$ cat config.mk
export PLATFORM = sky130hd
export DESIGN_NAME = edge_detect_multi
export DESIGN_NICKNAME = d
export VERILOG_FILES = /design/src/rtl/edge_detect_multi_pkg.sv /design/src/rtl/edge_detect_multi_chan.sv /design/src/rtl/edge_detect_multi.sv
export SDC_FILE = /design/constraint.sdc
export NUM_CORES = 1
export LEC_CHECK = 0
export ABC_AREA = 0
export CORE_AREA = 5 5 42 44
export CTS_BUF_LIST = sky130_fd_sc_hd__clkbuf_8
export DETAILED_ROUTE_END_ITERATION = 6
export DIE_AREA = 0 0 47 49
export GPL_TIMING_DRIVEN = 0
export PLACE_DENSITY = 0.85
export SYNTH_ARGS = -nofsm -noshare
export SYNTH_HDL_FRONTEND = slang
export SYNTH_HIERARCHICAL = 1
export SYNTH_SLANG_ARGS = --single-unit
$ cat constraint.sdc
create_clock -name clk -period 1.8 [get_ports clk]
set_clock_uncertainty 0.2 [all_clocks]
set_input_delay 0.36 -clock clk [delete_from_list [all_inputs] [get_ports clk]]
set_output_delay 0.36 -clock clk [all_outputs]
set_load 0.005 [all_outputs]
$ cat src/rtl/edge_detect_multi_pkg.sv
// Shared types for the multi-channel edge detector.
// Optional feature macro used by the top: EDGE_SYNC_EN (2-flop input synchroniser).
package edge_pkg;

  typedef enum logic [1:0] {
    ST_LOW     = 2'd0,
    ST_PEND_HI = 2'd1,
    ST_HIGH    = 2'd2,
    ST_PEND_LO = 2'd3
  } edge_state_t;

  typedef enum logic [1:0] {
    EM_OFF  = 2'b00,
    EM_RISE = 2'b01,
    EM_FALL = 2'b10,
    EM_BOTH = 2'b11
  } edge_mode_t;

  // Filter counter width: $clog2(filt+1), never below one bit.
  function automatic int unsigned cnt_width(input int unsigned filt);
    int unsigned w;
    w = $clog2(filt + 1);
    return (w < 1) ? 1 : w;
  endfunction

endpackage

$ cat src/rtl/edge_detect_multi_chan.sv
// One edge-detector channel: level FSM with stability filter, mode
// qualification, Mealy or registered (Moore) tick/dir, sticky pending flag.
module edge_chan
  import edge_pkg::*;
#(
  parameter int unsigned FILT_CYCLES = 0,
  parameter int unsigned MOORE       = 0
) (
  input  logic       clk,
  input  logic       reset,
  input  logic       level,
  input  logic [1:0] mode,
  input  logic       clr,
  output logic       tick,
  output logic       dir,
  output logic       pending
);

  localparam int unsigned CW       = cnt_width(FILT_CYCLES);
  localparam bit          FILT_IMM = (FILT_CYCLES <= 1);
  localparam int unsigned LAST_INT = (FILT_CYCLES > 1) ? (FILT_CYCLES - 1) : 0;
  localparam logic [CW-1:0] CNT_LAST = CW'(LAST_INT);

  edge_state_t   state_q, state_d;
  logic [CW-1:0] cnt_q, cnt_d;
  logic          pending_q, pending_d;

  logic       acc;
  logic       acc_dir;
  logic       qual;
  logic       qual_dir;
  edge_mode_t mode_e;
  logic       rise_en;
  logic       fall_en;

  assign mode_e  = edge_mode_t'(mode);
  assign rise_en = (mode_e == EM_RISE) || (mode_e == EM_BOTH);
  assign fall_en = (mode_e == EM_FALL) || (mode_e == EM_BOTH);

  // Next-state, filter counter and acceptance decode
  always_comb begin
    state_d = state_q;
    cnt_d   = cnt_q;
    acc     = 1'b0;
    acc_dir = 1'b0;
    unique case (state_q)
      ST_LOW: begin
        if (level) begin
          if (FILT_IMM) begin
            acc     = 1'b1;
            acc_dir = 1'b1;
            state_d = ST_HIGH;
          end else begin
            cnt_d   = CW'(1);
            state_d = ST_PEND_HI;
          end
        end
      end
      ST_PEND_HI: begin
        if (!level) begin
          cnt_d   = '0;
          state_d = ST_LOW;
        end else if (cnt_q == CNT_LAST) begin
          acc     = 1'b1;
          acc_dir = 1'b1;
          cnt_d   = '0;
          state_d = ST_HIGH;
        end else begin
          cnt_d = cnt_q + CW'(1);
        end
      end
      ST_HIGH: begin
        if (!level) begin
          if (FILT_IMM) begin
            acc     = 1'b1;
            acc_dir = 1'b0;
            state_d = ST_LOW;
          end else begin
            cnt_d   = CW'(1);
            state_d = ST_PEND_LO;
          end
        end
      end
      ST_PEND_LO: begin
        if (level) begin
          cnt_d   = '0;
          state_d = ST_HIGH;
        end else if (cnt_q == CNT_LAST) begin
          acc     = 1'b1;
          acc_dir = 1'b0;
          cnt_d   = '0;
          state_d = ST_LOW;
        end else begin
          cnt_d = cnt_q + CW'(1);
        end
      end
      default: begin
        cnt_d   = '0;
        state_d = ST_LOW;
      end
    endcase
  end

  // Qualify the accepted edge against the mode and update the sticky flag
  always_comb begin
    qual      = acc && (acc_dir ? rise_en : fall_en);
    qual_dir  = qual && acc_dir;
    pending_d = qual | (pending_q & ~clr);
  end

  // Channel state, filter counter and pending registers
  always_ff @(posedge clk) begin
    if (reset) begin
      state_q   <= ST_LOW;
      cnt_q     <= '0;
      pending_q <= 1'b0;
    end else begin
      state_q   <= state_d;
      cnt_q     <= cnt_d;
      pending_q <= pending_d;
    end
  end

  assign pending = pending_q;

  generate
    if (MOORE != 0) begin : g_moore
      logic tick_q, tick_d;
      logic dir_q, dir_d;

      // Registered copy of the Mealy terms
      always_comb begin
        tick_d = qual;
        dir_d  = qual_dir;
      end

      // Moore output registers
      always_ff @(posedge clk) begin
        if (reset) begin
          tick_q <= 1'b0;
          dir_q  <= 1'b0;
        end else begin
          tick_q <= tick_d;
          dir_q  <= dir_d;
        end
      end

      assign tick = tick_q;
      assign dir  = dir_q;
    end else begin : g_mealy
      assign tick = qual;
      assign dir  = qual_dir;
    end
  endgenerate

endmodule

$ cat src/rtl/edge_detect_multi.sv
// Multi-channel edge detector top: optional input synchroniser, CH channel
// instances and the any_pending reduction.
// Define EDGE_SYNC_EN to insert a 2-flop synchroniser on every level bit.
module edge_detect_multi
  import edge_pkg::*;
#(
  parameter int unsigned CH          = 4,
  parameter int unsigned FILT_CYCLES = 0,
  parameter int unsigned MOORE       = 0
) (
  input  logic            clk,
  input  logic            reset,
  input  logic [CH-1:0]   level,
  input  logic [2*CH-1:0] mode,
  input  logic [CH-1:0]   clr,
  output logic [CH-1:0]   tick,
  output logic [CH-1:0]   dir,
  output logic [CH-1:0]   pending,
  output logic            any_pending
);

  logic [CH-1:0] level_s;

`ifdef EDGE_SYNC_EN
  logic [CH-1:0] sync1_q, sync1_d;
  logic [CH-1:0] sync2_q, sync2_d;

  // Synchroniser shift
  always_comb begin
    sync1_d = level;
    sync2_d = sync1_q;
  end

  // Two-stage synchroniser flops
  always_ff @(posedge clk) begin
    if (reset) begin
      sync1_q <= '0;
      sync2_q <= '0;
    end else begin
      sync1_q <= sync1_d;
      sync2_q <= sync2_d;
    end
  end

  assign level_s = sync2_q;
`else
  assign level_s = level;
`endif

  generate
    for (genvar i = 0; i < int'(CH); i++) begin : g_chan
      edge_chan #(
        .FILT_CYCLES (FILT_CYCLES),
        .MOORE       (MOORE)
      ) u_chan (
        .clk     (clk),
        .reset   (reset),
        .level   (level_s[i]),
        .mode    (mode[2*i+1:2*i]),
        .clr     (clr[i]),
        .tick    (tick[i]),
        .dir     (dir[i]),
        .pending (pending[i])
      );
    end
  endgenerate

  assign any_pending = |pending;

endmodule

==> results of run 1 <==
[metrics by stage]
| stage | hold WS [ns] | power (mW) |
|---|---|---|
| floorplan | 0.232 | 0.523 |
| global placement | 0.295 | 0.743 |
| detailed placement | 0.300 | 0.751 |
| CTS | 0.308 | 1.06 |
| global route | 0.339 | 1.15 |
| finish | 0.307 | 1.07 |
[cells in the mapped netlist]
library cell and count:
o31ai_1 4, inv_1 4, nor2_1 12, or3b_1 4
or4_1 1, dfxtp_1 8, xor2_1 4, mux2i_1 4
ha_1 4, nand2_1 4
[where the power goes]
group | leakage, nW | internal [mW] | switching [mW]
combinational | 0.310 | 0.345 | 0.224
clock | 0.0216 | 0.144 | 0.0632
sequential | 0.0669 | 0.246 | 0.0432
[flip-flops by register name (all words and copies together), names as in the netlist]
name and cells:
g_chan.u_chan/pending 4, g_chan.u_chan/state_q 4
[kinds of logic after synthesis]
kind of cell / count (synthesis) / share of synthesized area [%]
and+or+nand+nor: 21 / 23.7
DFF: 8 / 37.0
AOI/OAI and AO/OA: 4 / 6.94
xor gates and xnor gates: 4 / 8.09
buffers and inverters: 4 / 3.47
muxes: 4 / 9.25
adders and majority gates: 4 / 11.6
[routing by layer]
layer	share of wire [%]	GRT usage, %
met2	43	18.3
met3	14	3.32
met4	1.5	5.53
met5	0	0
met1	42	13.4
[layout make-up]
| type | instances | area share [%] |
|---|---|---|
| sequential | 8 | 18.1 |
| clock buffer | 3 | 4.60 |
| inverter | 4 | 1.67 |
| multi-input combinational | 37 | 35.6 |
| tap | 16 | 2.23 |
| timing repair buffer | 40 | 37.8 |
[critical path, delay by kind of cell (launching register included)]
| family | cells | cell delay, ns |
|---|---|---|
| flops | 1 | 0.31 |
| simple gates | 1 | 0.07 |
| mux | 1 | 0.23 |
| buf+inv | 2 | 0.21 |
| fa+ha+maj | 1 | 0.15 |
[repair_timing]
action / CTS / global route
resized for setup: 38 / 8
cloned: 0 / 0
endpoints found under the setup margin: 9 / 6
pin swaps: 2 / 0
buffers inserted: 8 / 2
[worst min-delay path by stage]
| stage | from | to |
|---|---|---|
| floorplan | reset | g_chan[0].u_chan/state_q[1] |
| global placement | g_chan[3].u_chan/state_q[1] | g_chan[3].u_chan/state_q[1] |
| detailed placement | g_chan[3].u_chan/state_q[1] | g_chan[3].u_chan/state_q[1] |
| CTS | g_chan[0].u_chan/state_q[1] | g_chan[0].u_chan/state_q[1] |
| global route | g_chan[3].u_chan/state_q[1] | g_chan[3].u_chan/state_q[1] |
| finish | g_chan[3].u_chan/state_q[1] | g_chan[3].u_chan/state_q[1] |
==> results.cfg, run 1 <==
[global_route]
grt_overflow_total = 0
global_route_wire_length_before_repair_um = 1970
grt_pass1_vias = 487
grt_start_max_net_pins = 13
antenna_found_initial = 0
grt.total_usage_pct = 11.5

[worst_setup_path]
cp.arrival_ns = 1.19
worstReg2RegStart = g_chan[3].u_chan/state_q[1]
critical-path-max-stage-delay_ns = 0.31
setup.worst_path.end = tick[3]
critical_path.reg2reg.endpoint = g_chan[3].u_chan/pending
setup.reg_to_reg.worst_slack_ns = 0.25
critical_path.cell_chain = inv_1 > ha_4 > mux2i_2 > nor2_1 > buf_2
critPathRequiredTime_ns = 1.24
crit_path_top_delay_cell = dfxtp_1
start_kind = flop
cp_max_fo = 2
critPathCaptureType = output port
reg2regPathDepth = 7
critical_path_class = reg -> out
startpoint = g_chan[3].u_chan/state_q[1]

[routing]
drt_iter0_markers = 2
routed-via-count = 505
wl_per_cell_um = 11.5
wl_um = 1250
detail_route.first_pass.iterations = 2
post-route-drc-count = 0
postRouteAntennaNets = 0
avgViaCountPerCell = 4.68

[synthesis]
synth_cell_types = 10
netlist.top_cell.by_area = dfxtp_1
netlist_instances = 49
yosys_warnings = 6
synthesis.nets = 71
seq_area_frac_synth_pct = 37.0
yosys-top-cells-area = dfxtp_1 37%, ha_1 12%, nor2_1 10%
synth_largest_type_area_fraction_pct = 37.0
ys_ff_latch = 8
synth_area_per_cell_um2 = 8.84
netlist_area_um2 = 433

[clock_tree]
number_of_buffers_inserted_during_clock_tree_synthesis = 3
clock_tree.buffer_depth = 2
cts_root_buffer = clkbuf_8
ctsHoldBuffers = 0
clock_tree.htree_level_count = 1
clock_tree_from_tritoncts = built
clkTransAtPathRegs_ns = 0.04
clock_insertion_delay_worst_skew_ns = 0.22
cts.sinks = 8

[floorplanning]
ios = 31
rows = 14
start_util_pct = 30.9
chipWidth_um = 47
die_outline_area_mm2 = 0.00230
die_h_um = 49
core_mm2 = 0.00140

[placed_design]
port-buffer-count = 30
dpl-instance-area_um2 = 753
place_ws_ns = -0.530
dp.final_hpwl_um = 865
post-place-cells = 95
gpl.final_weighted_congestion = 0.674

[cells_and_area]
seqCellArea_um2 = 163
area_of_combinational_cells_with_multiple_inputs_um2 = 319
drive_gt1_share_pct = 33.7
syn_to_final_growth_pct = 107
post_layout_nonfiller_instances = 108
layout_commonest_cell = clkdlybuf4s50_1
fill_cells = 134
fin_nets = 116
finish.utilization_pct = 64.0
layout.cell_area.non_filler_um2 = 897
antenna_cells = 0
layout_common_cells = 15 x clkdlybuf4s50_1, 12 x nor2_1, 10 x buf_4

[sta]
post-route-period-util_pct = 97.2
setup_total_negative_slack_ns = 0
final.setup.worst_slack_ns = 0.0502
final_hold_viol_count = 0
setup_violations = 0
worst_pin_slew_ns = 0.385
drv_slew = 0
fin_crit_ns = 1.75
slew_headroom_pct = 74.2
max_freq_mhz = 571

[run]
max-cap-violations = 0

[status]
run_status = complete, no violations

[hold_path]
min_path_cells = 2
hold_path.class = reg -> reg

[power_and_ir_drop]
power.static_leakage_nw = 0.398
ir_drop_v = 0.000585
power_density_over_the_cells_mw_per_mm2 = 1190
Power figures use the tool's default switching activity.
==> run 2, diff against run 1 <==
--- a/config.mk
+++ b/config.mk
@@ -12,6 +12,7 @@
 export DIE_AREA = 0 0 47 49
 export GPL_TIMING_DRIVEN = 0
 export PLACE_DENSITY = 0.85
+export SKIP_LAST_GASP = 1
 export SYNTH_ARGS = -nofsm -noshare
 export SYNTH_HDL_FRONTEND = slang
 export SYNTH_HIERARCHICAL = 1
==> constraint.sdc (replaced) <==
create_clock -name clk -period 2 [get_ports clk]
set_clock_uncertainty 0.2 [all_clocks]
set_input_delay 0.4 -clock clk [delete_from_list [all_inputs] [get_ports clk]]
set_output_delay 0.4 -clock clk [all_outputs]
set_load 0.005 [all_outputs]
==> results.cfg, run 2 (synthesized netlist as in run 1, its figures left out) <==
[global_route]
global_route_wire_length_before_repair_um = 1930
antenna_found_initial = 0
grt_start_max_net_pins = 13
grt.total_usage_pct = 11.3
grt_pass1_vias = 481
grt_overflow_total = 0

[cells_and_area]
drive_gt1_share_pct = 20.0
area_of_combinational_cells_with_multiple_inputs_um2 = 305
layout_commonest_cell = clkdlybuf4s50_1
fill_cells = 134
seqCellArea_um2 = 160
post_layout_nonfiller_instances = 106
fin_nets = 114
antenna_cells = 0
finish.utilization_pct = 62.9
layout_common_cells = 17 x clkdlybuf4s50_1, 12 x nor2_1, 12 x dlygate4sd2_1
syn_to_final_growth_pct = 104

[routing]
post-route-drc-count = 0
drt_iter0_markers = 3
avgViaCountPerCell = 4.64
postRouteAntennaNets = 0
routed-via-count = 492
wl_per_cell_um = 11.5
detail_route.first_pass.iterations = 3
wl_um = 1210

[sta]
max_freq_mhz = 515
final.setup.worst_slack_ns = 0.0593
setup_violations = 0
fin_crit_ns = 1.94
drv_slew = 0
worst_pin_slew_ns = 0.387
post-route-period-util_pct = 97.0
unrepaired_setup_endpoints_after_global_routing = no
slew_headroom_pct = 74.1
final_hold_viol_count = 0

[placed_design]
place_ws_ns = -0.410
port-buffer-count = 30
gpl.final_weighted_congestion = 0.674
post-place-cells = 95
dp.final_hpwl_um = 865

[worst_setup_path]
reg2regPathDepth = 7
cp.arrival_ns = 1.34
cp_max_fo = 2
critical_path_class = in -> out
start_kind = primary input
critPathCaptureType = output port
critPathRequiredTime_ns = 1.40

[floorplanning]
start_util_pct = 30.9
die_h_um = 49
chipWidth_um = 47
die_outline_area_mm2 = 0.00230
rows = 14
core_mm2 = 0.00140
ios = 31

[power_and_ir_drop]
power.static_leakage_nw = 0.402
power_density_over_the_cells_mw_per_mm2 = 1010
ir_drop_v = 0.000483

[clock_tree]
number_of_buffers_inserted_during_clock_tree_synthesis = 3
clock_tree.htree_level_count = 1
clkTransAtPathRegs_ns = 0.04
cts.sinks = 8
clock_insertion_delay_worst_skew_ns = 0.22
clock_tree.buffer_depth = 2
clock_tree_from_tritoncts = built
cts_root_buffer = clkbuf_8
ctsHoldBuffers = 0

[status]
run_status = complete, no violations

[run]
max-cap-violations = 0

[hold_path]
min_path_cells = 2
hold_path.class = reg -> reg
run 2: cell count changes in the layout (fill, tap and decap cells not counted), sizes merged:
cell,change
clkdlybuf4s15,-4
clkbuf,-4
dlygate4sd2,+7
buf,-3
clkdlybuf4s50,+2
run 2: critical path, stage by stage:
cell and delay (ns):
dlygate4sd2_1 0.24, ha_4 0.15, mux2i_2 0.22, nor2_1 0.06
dlygate4sd2_1 0.26
run 2: power by group:
group | switching, mW | internal, mW
Sequential | 0.0323 | 0.215
Clock | 0.0567 | 0.130
Combinational | 0.177 | 0.282
Total | 0.266 | 0.626
run 2: timing repair:
| action | in CTS | in global routing |
|---|---|---|
| setup buffers | 8 | 0 |
| endpoints found under the setup margin | 9 | 1 |
| pin swaps | 2 | 0 |
| gates resized for setup | 21 | 1 |
| hold endpoints to repair | 0 | 0 |
run 2: path summary, 6_finish.rpt:
| check | startpoint | end | slack (ns) |
|---|---|---|---|
| setup / recovery | level[1] | tick[1] | 0.06 |
| setup reg to reg | g_chan[0].u_chan/state_q[1] | g_chan[0].u_chan/pending | 0.48 |
| hold / removal | g_chan[3].u_chan/state_q[1] | g_chan[3].u_chan/state_q[1] | 0.30 |
| hold reg to reg | g_chan[3].u_chan/state_q[1] | g_chan[3].u_chan/state_q[1] | 0.30 |
run 2: layer usage:
layer	vias up	track usage, %	share of wire (%)
li1	248	-	-
met1	211	13.0	41
met2	29	18.1	43
met3	4	3.32	14
met4	0	5.53	1.6
met5	-	0	0
run 2: final cells by class:
cell class / count / share of cell area [%]
inverters: 4 / 1.70
multi-input cells: 37 / 34.6
repair buffers: 38 / 38.6
clock buffers: 3 / 4.68
well taps: 16 / 2.27
flip-flops and latches: 8 / 18.2
run 2: stage by stage:
step / cell area, um2 / hold WS, ns / power (mW) / TNS (ns)
floorplan: 433 / 0.272 / 0.449 / 0
global placement: 753 / 0.295 / 0.644 / -3.00
detailed placement: 753 / 0.300 / 0.650 / -3.04
CTS: 878 / 0.314 / 0.894 / 0
global route: 882 / 0.334 / 0.964 / 0
finish: 882 / 0.304 / 0.892 / 0
==> run 3, diff against run 2 <==
--- a/config.mk
+++ b/config.mk
@@ -6,14 +6,14 @@
 export NUM_CORES = 1
 export LEC_CHECK = 0
 export ABC_AREA = 0
-export CORE_AREA = 5 5 42 44
+export CORE_MARGIN = 5
+export CORE_UTILIZATION = 38
 export CTS_BUF_LIST = sky130_fd_sc_hd__clkbuf_8
 export DETAILED_ROUTE_END_ITERATION = 6
-export DIE_AREA = 0 0 47 49
 export GPL_TIMING_DRIVEN = 0
-export PLACE_DENSITY = 0.85
+export PLACE_DENSITY = 0.89
+export RECOVER_POWER = 25
 export SKIP_LAST_GASP = 1
 export SYNTH_ARGS = -nofsm -noshare
 export SYNTH_HDL_FRONTEND = slang
-export SYNTH_HIERARCHICAL = 1
 export SYNTH_SLANG_ARGS = --single-unit
==> results.cfg, run 3 <==
[status]
run_status = complete, no violations

[synthesis]
synth_area_per_cell_um2 = 8.62
netlist_instances = 62
synth_largest_type_area_fraction_pct = 30.0
netlist.top_cell.by_area = dfxtp_1
main_combinational_cell_family_by_area_after_synthesis = buffers and inverters
synth-simple-area-share_pct = 19.2
synth_cell_types = 13
netlist_area_um2 = 534
synth-compound-area-share_pct = 5.62
synth.cells.most_frequent = 12 x buf_4, 12 x nor2_1, 8 x dfxtp_1
synth_fa_ha_area_share_pct = 9.37
synth.mux.area_fraction_pct = 7.49
synthesis.nets = 84
synth_ff_type = dfxtp_1
synth_edf_count = 0
yosys_warnings = 0
ys_async_sr_fraction_pct = 0
seq_area_frac_synth_pct = 30.0
post_synth_xor_area_fraction_pct = 6.56
ys_ff_latch = 8
yosys-top-cells-area = dfxtp_1 30%, buf_4 17%, ha_1 9.4%

[sta]
setup_total_negative_slack_ns = 0
final_hold_viol_count = 0
final.setup.worst_slack_ns = 0.0446
unrepaired_setup_endpoints_after_global_routing = yes
max_freq_mhz = 511
slew_headroom_pct = 71.4
setup_violations = 0
fin_crit_ns = 1.96
post-route-period-util_pct = 97.8
drv_slew = 0
worst_pin_slew_ns = 0.429

[global_route]
antenna_found_initial = 0
grt_start_max_net_pins = 11
grt_pass1_vias = 546
grt_overflow_total = 0
global_route_wire_length_before_repair_um = 2200
grt.total_usage_pct = 13.8

[cells_and_area]
drive_gt1_share_pct = 37.8
syn_to_final_growth_pct = 79.2
finish.utilization_pct = 72.6
layout_common_cells = 15 x buf_4, 11 x clkdlybuf4s50_1, 11 x dlygate4sd2_1
layout_commonest_cell = buf_4
antenna_cells = 0
post_layout_nonfiller_instances = 113
fin_nets = 122
layout.cell_area.non_filler_um2 = 957

[hold_path]
hold_path.class = reg -> reg

[power_and_ir_drop]
power.static_leakage_nw = 0.450
ir_drop_v = 0.000680
power_density_over_the_cells_mw_per_mm2 = 1040

[placed_design]
gpl.final_weighted_congestion = 0.754
place_ws_ns = -0.582
port-buffer-count = 30
dpl-instance-area_um2 = 853
post-place-cells = 107

[worst_setup_path]
cp.arrival_ns = 1.36
critPathRequiredTime_ns = 1.40
start_kind = primary input
critical_path_class = in -> out
cp_max_fo = 4
critPathCaptureType = output port

[clock_tree]
cts_root_buffer = clkbuf_8
clock_insertion_delay_worst_skew_ns = 0.22
clkTransAtPathRegs_ns = 0.04
ctsHoldBuffers = 0
clock_tree.buffer_depth = 2
cts.sinks = 8
number_of_buffers_inserted_during_clock_tree_synthesis = 3
clock_tree.htree_level_count = 1
clock_tree_from_tritoncts = built

[routing]
post-route-drc-count = 0
routed-via-count = 515
drt_iter0_markers = 4
detail_route.first_pass.iterations = 4
avgViaCountPerCell = 4.56
wl_um = 1440
wl_per_cell_um = 12.7
postRouteAntennaNets = 0

[floorplanning]
rows = 13
chipWidth_um = 47.5
ios = 31
core_mm2 = 0.00132
die_outline_area_mm2 = 0.00226
die_h_um = 47.5
start_util_pct = 40.6

[run]
max-cap-violations = 0
run 3: cell types whose count changed after synthesis, sizes merged:
cell | previous run | this run
buf | 0 | 13
run 3: power by group:
part | leakage, nW | internal (mW) | switching (mW) | total, mW
sequential | 0.0669 | 0.218 | 0.0331 | 0.251
combinational | 0.362 | 0.351 | 0.208 | 0.559
clock | 0.0216 | 0.130 | 0.0543 | 0.184
run 3: timing repair:
| item | CTS | global route |
|---|---|---|
| setup buffers | 3 | 0 |
| endpoints found under the setup margin | 9 | 2 |
| gates cloned | 0 | 0 |
| pin swaps | 11 | 4 |
| resized for setup | 41 | 8 |
run 3: worst paths after layout:
kind                               startpoint                           to  slack, ns  cells after the start
setup / recovery                     level[2]                       dir[2]       0.04                      5
hold / removal    g_chan[1].u_chan.state_q[1]  g_chan[1].u_chan.state_q[1]       0.30                      2
setup reg to reg  g_chan[2].u_chan.state_q[1]     g_chan[2].u_chan.pending       0.68                      5
hold reg to reg   g_chan[1].u_chan.state_q[1]  g_chan[1].u_chan.state_q[1]       0.30                      2
run 3: logic make-up (layout without fill, tap and decap cells):
| group | after synthesis | in the layout |
|---|---|---|
| AO/OA/AOI/OAI | 4 | 4 |
| XOR/XNOR | 4 | 4 |
| adder cells (fa/ha/maj) | 4 | 4 |
| buffers and inverters | 17 | 53 |
| flip-flops | 8 | 8 |
| multiplexers | 4 | 4 |
| AND/OR/NAND/NOR | 21 | 21 |
run 3: routing by layer:
layer / vias to the layer above / track usage (%) / routed length, um
li1: 264 / - / -
met1: 232 / 13.6 / 518
met2: 19 / 28.9 / 775
met3: 0 / 3.38 / 143
met4: 0 / 1.66 / 0
met5: - / 0 / 0
run 3: worst max-delay path, stage by stage:
cell           delay [ns]
dlygate4sd2_1        0.25
ha_4                 0.29
nor2_1               0.04
buf_4                0.11
dlygate4sd2_1        0.26
run 3: per-stage QoR:
| stage | hold WS [ns] | power (mW) |
|---|---|---|
| floorplan | 0.279 | 0.529 |
| global placement | 0.294 | 0.724 |
| detailed placement | 0.298 | 0.739 |
| CTS | 0.318 | 0.984 |
| global route | 0.326 | 1.08 |
| finish | 0.295 | 0.995 |
run 3: area by class of cell:
cell class	count	area (um2)
multi-input cells	37	333
fillers	106	360
plain buffers	13	93.8
clock buffers	3	41.3
repair buffers	33	293
well taps	15	18.8
flip-flops and latches	8	163
inverters	4	15.0
